### src/rtl/macro_decinc4_sched.sv
// Two-requester round-robin scheduler driving a 4-bit inc/dec counter through a ROM.
// Define MACRO_DECINC4_SCHED_WRAP_EN to let the counter wrap; otherwise it saturates on wrap.

module macro_rom_decinc4 (
    input  logic [3:0] d,
    input  logic       dec,
    output logic [3:0] q,
    output logic       c
);
    always_comb begin
        q = 4'd0;
        c = 1'b0;
        if (dec) begin
            q = d - 4'd1;
            c = (d == 4'd0);
        end else begin
            q = d + 4'd1;
            c = (d == 4'd15);
        end
    end
endmodule

module macro_decinc4_sched (
    input  logic       clk,
    input  logic       reset,
    input  logic       clr,
    input  logic       a_valid,
    input  logic       a_dec,
    output logic       a_ready,
    input  logic       b_valid,
    input  logic       b_dec,
    output logic       b_ready,
    output logic [3:0] cnt,
    output logic       empty,
    output logic       full,
    output logic       err,
    output logic       last_grant
);
    logic [3:0] cnt_q, cnt_d;
    logic       err_q, err_d;
    logic       last_grant_q, last_grant_d;

    logic       grant_a, grant_b, accept, dec_sel;
    logic [3:0] rom_val;
    logic       rom_carry;

    // On contention the requester that did not win last time is served.
    always_comb begin
        grant_a = 1'b0;
        grant_b = 1'b0;
        if (!reset && !clr) begin
            grant_a = a_valid && (!b_valid || last_grant_q);
            grant_b = b_valid && (!a_valid || !last_grant_q);
        end
    end

    assign accept  = grant_a | grant_b;
    assign dec_sel = grant_b ? b_dec : a_dec;

    macro_rom_decinc4 u_rom (
        .d   (cnt_q),
        .dec (dec_sel),
        .q   (rom_val),
        .c   (rom_carry)
    );

    always_comb begin
        cnt_d        = cnt_q;
        err_d        = err_q;
        last_grant_d = last_grant_q;
        if (clr) begin
            cnt_d = 4'd0;
            err_d = 1'b0;
        end else if (accept) begin
            last_grant_d = grant_b;
            if (rom_carry) begin
                err_d = 1'b1;
`ifdef MACRO_DECINC4_SCHED_WRAP_EN
                cnt_d = rom_val;
`else
                cnt_d = cnt_q;
`endif
            end else begin
                cnt_d = rom_val;
            end
        end
    end

    always_ff @(posedge clk) begin
        if (reset) begin
            cnt_q        <= 4'd0;
            err_q        <= 1'b0;
            last_grant_q <= 1'b1;
        end else begin
            cnt_q        <= cnt_d;
            err_q        <= err_d;
            last_grant_q <= last_grant_d;
        end
    end

    assign a_ready    = grant_a;
    assign b_ready    = grant_b;
    assign cnt        = cnt_q;
    assign err        = err_q;
    assign last_grant = last_grant_q;
    assign empty      = (cnt_q == 4'd0);
    assign full       = (cnt_q == 4'd15);
endmodule
### config.mk
export PLATFORM = sky130hd
export DESIGN_NAME = macro_decinc4_sched
export DESIGN_NICKNAME = d
export VERILOG_FILES = /design/src/rtl/macro_decinc4_sched.sv
export SDC_FILE = /design/constraint.sdc
export NUM_CORES = 1
export LEC_CHECK = 0
export ABC_CLOCK_PERIOD_IN_PS = 5010
export CORE_AREA = 2 2 39 41
export DETAILED_ROUTE_END_ITERATION = 6
export DIE_AREA = 0 0 41 43
export SYNTH_ARGS = -nofsm -noshare
export SYNTH_HDL_FRONTEND = slang
export SYNTH_SLANG_ARGS = --single-unit
### constraint.sdc
create_clock -name clk -period 5.01 [get_ports clk]
set_input_delay 0.7515 -clock clk [delete_from_list [all_inputs] [get_ports clk]]
set_output_delay 0.7515 -clock clk [all_outputs]
set_load 0.02 [all_outputs]
==> out/summary.txt <==
share of layout cells above drive strength 1: 15.9%
clk slew on worst S/H paths: 40 ps
Starting Density: 32.1%
CP max FO: 4
synthesis-to-finish area growth: 45.6%
Yosys warning total: 0
ANT cells: 0
Crit. End Element: output pin
post-synthesis cell type count: 32
cells after synthesis: 50
max-cap check violation count: 0
CORE AREA: 0.00138 sq mm
detailed router's first-iteration violation count: 9
Hold Path Depth: 1
Post-Route WL: 1070 microns
Die ar.: 0.00176 sq mm
Worst-Margin Slew: 502 ps
IO Pins: 17
CTS tree: done
cell area after synthesis: 444 sq um
gpl congestion: 0.773
# rows: 14
largest net degree at the start of global routing: 9
port bufs: 16
worst reg-to-reg path cell count: 9
Hold Path Origin: err$_SDFFE_PP0P_
Seq cells post-synth: 6
Worst Hold Class: reg -> reg
Rel. slew slack: 66.3%
Seq/Total Area, Yosys: 27.0%
worst setup margin: 1950 ps
most frequent cells in the layout: 16 x clkdlybuf4s50_1, 6 x dfxtp_1, 5 x a21oi_1
Global Route Usage Sum: 14.9%
startpoint types: primary input
fillers: 145
die height: 43 microns
vias in the first global route: 437
Reg area: 120 sq um
Multi-input gate area: 317 sq um
R2R Setup Slk: 2840 ps
Worst VDD drop: 0.110 mV
drt first pass iters: 4
Num CTS Buffers: 3
NumNets Final: 81
first-pass GRT wire length: 1750 microns
HPWL after DPL: 809 microns
Leak: 0.271 nW
final cell count without fillers: 85
Placed Cells: 82
syn_nets: 60
via count: 453
chip width: 41 microns
Worst Hold End: err$_SDFFE_PP0P_
Post-CTS Resized: 0
Vias/cell: 5.33
root buffer cell: clkbuf_4
Setup Fix Bufs, Post-CTS: 0
RSZ-0062 raised after global routing: false
Avg Cell Area, Syn: 8.88 sq um
# setup viols final: 0
wire per inst: 12.6 microns
clock sinks: 6
Crit Reg-Reg Endpoint: cnt[3]$_SDFFE_PP0P_
initial antenna violation count: 0
clk_lat worst skew: 240 ps
total negative slack: 0 ps
RR Startpoint: last_grant$_SDFFE_PP1P_
worst slack at placement: 1910 ps
max-slew violation count: 0
post-route ant nets: 0
commonest non-fill, non-tap cell in the layout: clkdlybuf4s50_1
CP Class: in -> out
CP required: 4260 ps
Max Root-Sink Buffers: 2
Worst Skew: 7.27 ps
status: finished, final reports clean
Residual DRC: 0
Final min period: 3060 ps
PwrDens: 210 mW/mm^2
total congestion overflow: 0
H-tree levels: 1
CTS Hold Bufs: 0
data arrival time of the critical path: 2310 ps
fmax: 327 MHz
fin crit share: 61.0%
Fin. Hold Viols: 0
final cells by class:
type | instances | area share, %
Tap cell | 16 | 3.09
Multi-Input combinational cell | 42 | 48.9
Clock buffer | 3 | 3.48
Inverter | 2 | 1.16
Timing Repair Buffer | 16 | 24.8
Sequential cell | 6 | 18.6
worst max path at each step:
stage                     slack (ps)                  end   from
after global routing            1840              a_ready  reset
final                           1950              a_ready  reset
after floorplan                 2620  cnt[3]$_SDFFE_PP0P_  reset
after detailed placement        1910  cnt[3]$_SDFFE_PP0P_  reset
after global placement          1930  cnt[3]$_SDFFE_PP0P_  reset
after CTS                       1940              a_ready  reset
logic make-up after synthesis:
kind of cell	Yosys count	share of synthesized area (%)
mux	1	2.25
simple gates	17	24.5
buf+inv	2	1.69
flops	6	27.0
xor+xnor	1	1.97
fa+ha+maj	3	10.1
compound gates	20	32.4
Yosys cell counts (all sizes together):
cell / n / share of area, %
or2: 1 / 1.4
a311oi: 1 / 2.0
o21a: 1 / 1.7
a31o: 2 / 5.9
fa: 1 / 4.5
a21bo: 1 / 2.3
o211ai: 1 / 1.7
and4: 1 / 2.3
nand3: 2 / 2.3
clkinv: 1 / 0.84
nor2: 4 / 5.1
or2b: 1 / 1.7
a21oi: 5 / 5.6
a21o: 2 / 3.4
or3: 1 / 1.4
nand2: 3 / 3.1
mux2i: 1 / 2.3
and3: 2 / 3.1
ha: 2 / 5.6
o21ai: 4 / 4.5
a31oi: 1 / 1.4
a221o: 1 / 2.3
a21boi: 1 / 1.7
inv: 1 / 0.84
xnor2: 1 / 2.0
nor4: 1 / 1.4
dfxtp: 6 / 27
nand4: 1 / 2.8
critical path, cell delays in order:
cell and delay, ps:
clkdlybuf4s50_1 470, or2_2 370, nor2_1 110, clkdlybuf4s50_1 610
per-layer routing:
layer	global-route usage [%]	up-vias	share of wire (%)	routed length, microns
li1	-	231	-	-
met1	17.8	208	46	490
met2	22.5	12	48	511
met3	3.14	2	5.0	53
met4	10.0	0	1.2	13
met5	0	-	0	0
stage by stage:
step	cell area (sq um)	hold WS, ps	utilization, %	power, mW
final	647	480	46.7	0.136
after global routing	647	526	46.7	0.145
after CTS	647	493	46.7	0.138
after detailed placement	624	478	45.1	0.0915
after global placement	624	466	45.1	0.0911
after floorplan	444	548	-	0.0746
sequential cells by signal (all words and copies together) (netlist names):
name and cells:
err 1, cnt 4, last_grant 1
power breakdown:
part	switching, mW	internal, mW
sequential	0.00248	0.0499
combinational	0.0191	0.0192
clock	0.0178	0.0271
Power figures use the tool's default switching activity.
